[src/rtl/regfile_mp.sv]
// regfile_mp: multi-port register file with two write ports, NUM_RD combinational
// read ports, optional hardwired-zero entry 0, and a one-entry-per-cycle clear engine.
// The clear engine runs after reset and on clr_req. Ready stays low until the clear completes.
// Optional feature macro: REGFILE_BYPASS_EN enables same-cycle write-to-read forwarding.
module regfile_mp #(
    parameter int DATA_W  = 32,
    parameter int ADDR_W  = 5,
    parameter int NUM_RD  = 2,
    parameter int ZERO_R0 = 1
) (
    input  logic                     clk,
    input  logic                     rst_n,
    input  logic                     clr_req,
    output logic                     ready,
    input  logic                     we0,
    input  logic [ADDR_W-1:0]        waddr0,
    input  logic [DATA_W-1:0]        wdata0,
    input  logic                     we1,
    input  logic [ADDR_W-1:0]        waddr1,
    input  logic [DATA_W-1:0]        wdata1,
    input  logic [NUM_RD*ADDR_W-1:0] raddr,
    output logic [NUM_RD*DATA_W-1:0] rdata
);

    localparam int DEPTH = 2 ** ADDR_W;

    typedef enum logic {
        CLEAR = 1'b0,
        RUN   = 1'b1
    } state_t;

    state_t              state;
    logic [ADDR_W:0]     clr_ptr;
    logic [DATA_W-1:0]   mem [DEPTH];

    logic                zero_r0;
    logic                clr_last;
    logic                clr_wr;
    logic                run_wr;
    logic                wr0_ok;
    logic                wr1_ok;

    // Entry 0 handling, last-entry detection and qualified write strobes
    always_comb begin
        zero_r0  = (ZERO_R0 != 0);
        clr_last = (clr_ptr[ADDR_W-1:0] == ADDR_W'(DEPTH - 1));
        clr_wr   = rst_n && (state == CLEAR);
        // A clear request in RUN swallows any write presented in the same cycle
        run_wr   = rst_n && (state == RUN) && !clr_req;
        wr0_ok   = run_wr && we0 && !(zero_r0 && (waddr0 == '0));
        wr1_ok   = run_wr && we1 && !(zero_r0 && (waddr1 == '0));
    end

    // Control FSM: sequences the clear and drives the registered ready flag
    always_ff @(posedge clk) begin
        if (!rst_n) begin
            state   <= CLEAR;
            clr_ptr <= '0;
            ready   <= 1'b0;
        end else begin
            case (state)
                CLEAR: begin
                    if (clr_req) begin
                        clr_ptr <= '0;
                    end else begin
                        clr_ptr <= clr_ptr + 1'b1;
                        if (clr_last) begin
                            state <= RUN;
                            ready <= 1'b1;
                        end
                    end
                end
                RUN: begin
                    // clr_ptr holds its terminal value while running
                    if (clr_req) begin
                        state   <= CLEAR;
                        clr_ptr <= '0;
                        ready   <= 1'b0;
                    end
                end
                default: begin
                    state   <= CLEAR;
                    clr_ptr <= '0;
                    ready   <= 1'b0;
                end
            endcase
        end
    end

    // Storage array: clear engine owns it during CLEAR, write ports during RUN (port 1 wins)
    always_ff @(posedge clk) begin
        if (clr_wr) begin
            mem[clr_ptr[ADDR_W-1:0]] <= '0;
        end else begin
            if (wr0_ok) begin
                mem[waddr0] <= wdata0;
            end
            if (wr1_ok) begin
                mem[waddr1] <= wdata1;
            end
        end
    end

    // Combinational read ports; zero during CLEAR and for entry 0 when hardwired
    always_comb begin
        logic [ADDR_W-1:0] ra;
        logic [DATA_W-1:0] rd;
        rdata = '0;
        ra    = '0;
        rd    = '0;
        for (int k = 0; k < NUM_RD; k++) begin
            ra = raddr[k*ADDR_W +: ADDR_W];
            rd = '0;
            if ((state == RUN) && !(zero_r0 && (ra == '0))) begin
                rd = mem[ra];
`ifdef REGFILE_BYPASS_EN
                if (we0 && (waddr0 == ra)) begin
                    rd = wdata0;
                end
                if (we1 && (waddr1 == ra)) begin
                    rd = wdata1;
                end
`endif
            end
            rdata[k*DATA_W +: DATA_W] = rd;
        end
    end

endmodule

[config.mk]
export PLATFORM = sky130hd
export DESIGN_NAME = regfile_mp
export DESIGN_NICKNAME = d
export VERILOG_FILES = /design/src/rtl/regfile_mp.sv
export SDC_FILE = /design/constraint.sdc
export NUM_CORES = 2
export LEC_CHECK = 0
export CAP_MARGIN = 20
export CORE_MARGIN = 2
export CORE_UTILIZATION = 57
export DETAILED_ROUTE_END_ITERATION = 10
export PLACE_DENSITY_LB_ADDON = 0.1
export REMOVE_ABC_BUFFERS = 1
export SLEW_MARGIN = 20
export SYNTH_ARGS = -nofsm -noshare
export SYNTH_HDL_FRONTEND = slang
export SYNTH_SLANG_ARGS = --single-unit
[constraint.sdc]
create_clock -name clk -period 3.9 [get_ports clk]
set_input_delay 0.78 -clock clk [delete_from_list [all_inputs] [get_ports clk]]
set_output_delay 0.78 -clock clk [all_outputs]
set_load 0.1 [all_outputs]
==> metrics.csv <==
metric;value;unit
Critical Path RT;3120;ps
post-route core utilization;66.22;%
residual DRC count;0;
TritonCTS clock tree;built;
leakage component of the power;20.27;nW
DIE AREA;106900;um2
via count of the first global-routing pass;46380;
post-synthesis instance area;59470;um2
number of top-level pins;154;
fraction of met3 tracks used by global routing;13.64;%
most utilized layer in the global route result;met2;
launching element type of the critical path;input pin;
final setup slack of the worst path;23.05;ps
number of buffers inserted by hold repair at cts;0;
Final Hold Viols;0;
final estimated routing congestion in global placement;0.9256;
Register-to-Register Path Depth;6;
starting DRC count in detailed routing;8112;
final instance count without filler cells;6813;
sequential fraction of the synthesis area;51.94;%
Initial DRT Pass Iterations;7;
Wirelength per Cell;33.11;um
CP Class;input pin to primary output;
Routed Antenna Nets;0;
share of flip-flops with an asynchronous set or reset after synthesis;0;%
accumulated negative setup slack;0;ps
number of instances on the worst hold path;2;
maximum number of pins on one net before global-route repair;76;
data arrival time of the worst path;3100;ps
number of different library cells in the post-synthesis netlist;55;
top-count cell post-synth;nand2_1;
worst min-delay path category;register to register;
flops & latches, synth;1031;
Overall Power;24.30;mW
area share of the largest cell type after synthesis;51.70;%
number of buffers created by CTS;113;
Net count, final;5428;
proportion of layout cells with a drive suffix above 1;20.59;%
YS warnings;0;
number of rows created at floorplan;118;
number of enable-type register cells in the synthesized netlist;1024;
relative slew slack;26.97;%
CTS clk-pin slew, worst paths;60;ps
root buf cell;clkbuf_16;
global router's overall resource usage;41.78;%
Worst-Margin Slew;1092;ps
wirelength, routed;225.6;mm
predominant post-synthesis flop cell;edfxtp_1;
status;complete, no violations;
finished layout cell area;68540;um2
highest net fanout along the worst path;15;
ratio of final minimum period to clock period;99.41;%
max-slew violations;0;
Placement Cell Area;65000;um2
minimum hold slack;597.0;ps
number of failing setup endpoints in the final timing report;0;
met1 usage in global routing;55.94;%
via density per instance;7.077;
maxcap violations;0;
Clock Skews;14.10;ps
total overflow reported by the global router;0;
detailed-placement wirelength estimate;133.4;mm
Clock H-tree levels;3;
CP Capture Type;primary output;
first-pass GRT wire length;320.0;mm
Synth Area per Inst;11.00;um2
Max VDD drop;0.3322;mV
largest cells by area after synthesis;edfxtp_1 (52%), mux4_2 (9.5%), o21ai_0 (8.5%), nand2_1 (6.9%), mux2i_1 (4.4%);
maximum clock rate;257.9;MHz
Mapped Cells;5408;
pre-CTS worst setup slack;22.71;ps
Chip Height;327.0;um
antenna violations before repair;6;
GR Layer Usage met2;61.12;%
largest area contributor in the netlist;edfxtp_1;
CORE AREA;103500;um2
clock period minus worst slack;3877;ps
worst skew pair latency;720;ps
Post-CTS Setup Repair Bufs;0;
starting density of the core;57.46;%
Area growth syn-to-layout;15.24;%
die boundary width;327.0;um
Cells after DPL;6601;
unrepaired setup endpoints after global routing;false;
Power Density;354.6;nW/um2
TritonCTS Sinks;1031;
number of buffers inserted by port buffering;153;
via count;48220;
number of buffers on the longest clock path;3;
top post-synthesis cells by count;nand2_1 (1,097), edfxtp_1 (1,024), o21ai_0 (1,014), clkbuf_1 (381), mux2i_1 (263);
==> final timing paths <==
| check | start | slack, ps | endpoint |
|---|---|---|---|
| setup / recovery | raddr[4] | 20 | rdata[9] |
| hold / removal | clr_ptr[0] | 600 | clr_ptr[0] |
| setup reg to reg | state | 840 | mem[4][28] |
| hold reg to reg | clr_ptr[0] | 600 | clr_ptr[0] |
==> registers in the layout, indices dropped and copies added (netlist names) <==
register and flops:
ready 1, state 1, clr_ptr 5, mem 1024
==> cell families after synthesis <==
group,after synthesis,share of synthesized area (%)
AND/OR/NAND/NOR,1465,10.73
flip-flops,1031,51.94
multiplexers,711,17.68
XOR/XNOR,3,0.04419
adder cells (fa/ha/maj),2,0.04207
buffers and inverters,701,5.171
AO/OA/AOI/OAI,1495,14.39
==> worst max-delay path, cell delays in order <==
cell             delay [ps]
clkdlybuf4s50_1         480
buf_4                   190
nor3b_2                 370
buf_6                   260
and2_2                  210
buf_12                  240
nand2_1                 140
nand4_1                 200
buf_12                  200
==> placed cells by master, fill, tap and decap left out, types with 6 or more instances in the layout <==
master	instances
dfxtp_1	6
mux4_2	252
nor3_1	6
clkinv_2	24
a22o_1	32
inv_1	37
o31a_1	32
nor4_2	20
clkbuf_16	114
buf_4	211
nor2_1	14
clkdlybuf4s50_1	65
o21bai_4	31
edfxtp_1	1024
nand3_1	95
bufinv_16	12
buf_12	176
clkbuf_1	26
mux2i_1	263
buf_2	18
o22ai_1	66
nor4_4	11
mux2_2	196
a31oi_1	35
a22oi_1	162
nand4_1	64
nand2_1	1095
or3_1	32
o21ai_0	1014
clkinv_1	27
nor2b_1	66
a211oi_1	64
o21ai_1	44
==> layer usage <==
metal	share of wire, %	vias to the layer above
li1	-	20130
met1	34	23080
met2	43	4173
met3	17	835
met4	6.1	4
met5	0.012	-
==> repair_timing <==
item | 4_1_cts | 5_1_grt
endpoints found under the setup margin | 6 | 17
gates cloned | 0 | 0
resized for setup | 1 | 2
endpoints found under the hold margin | 0 | 0
==> layout make-up <==
type,count,area [um2]
clock inverters,67,623.1
multi-input cells,3676,26240
diodes,4,10.01
flip-flops and latches,1031,30890
inverters,37,138.9
well taps,1380,1727
repair buffers,478,5962
clock buffers,140,2950
fillers,7591,34960
==> report_power, final <==
| group | switching [mW] | internal (mW) |
|---|---|---|
| Sequential | 0.0187 | 12.0 |
| Clock | 4.60 | 6.11 |
| Combinational | 0.973 | 0.555 |
| Total | 5.60 | 18.7 |
No activity file was read; power rests on OpenSTA's default activity.
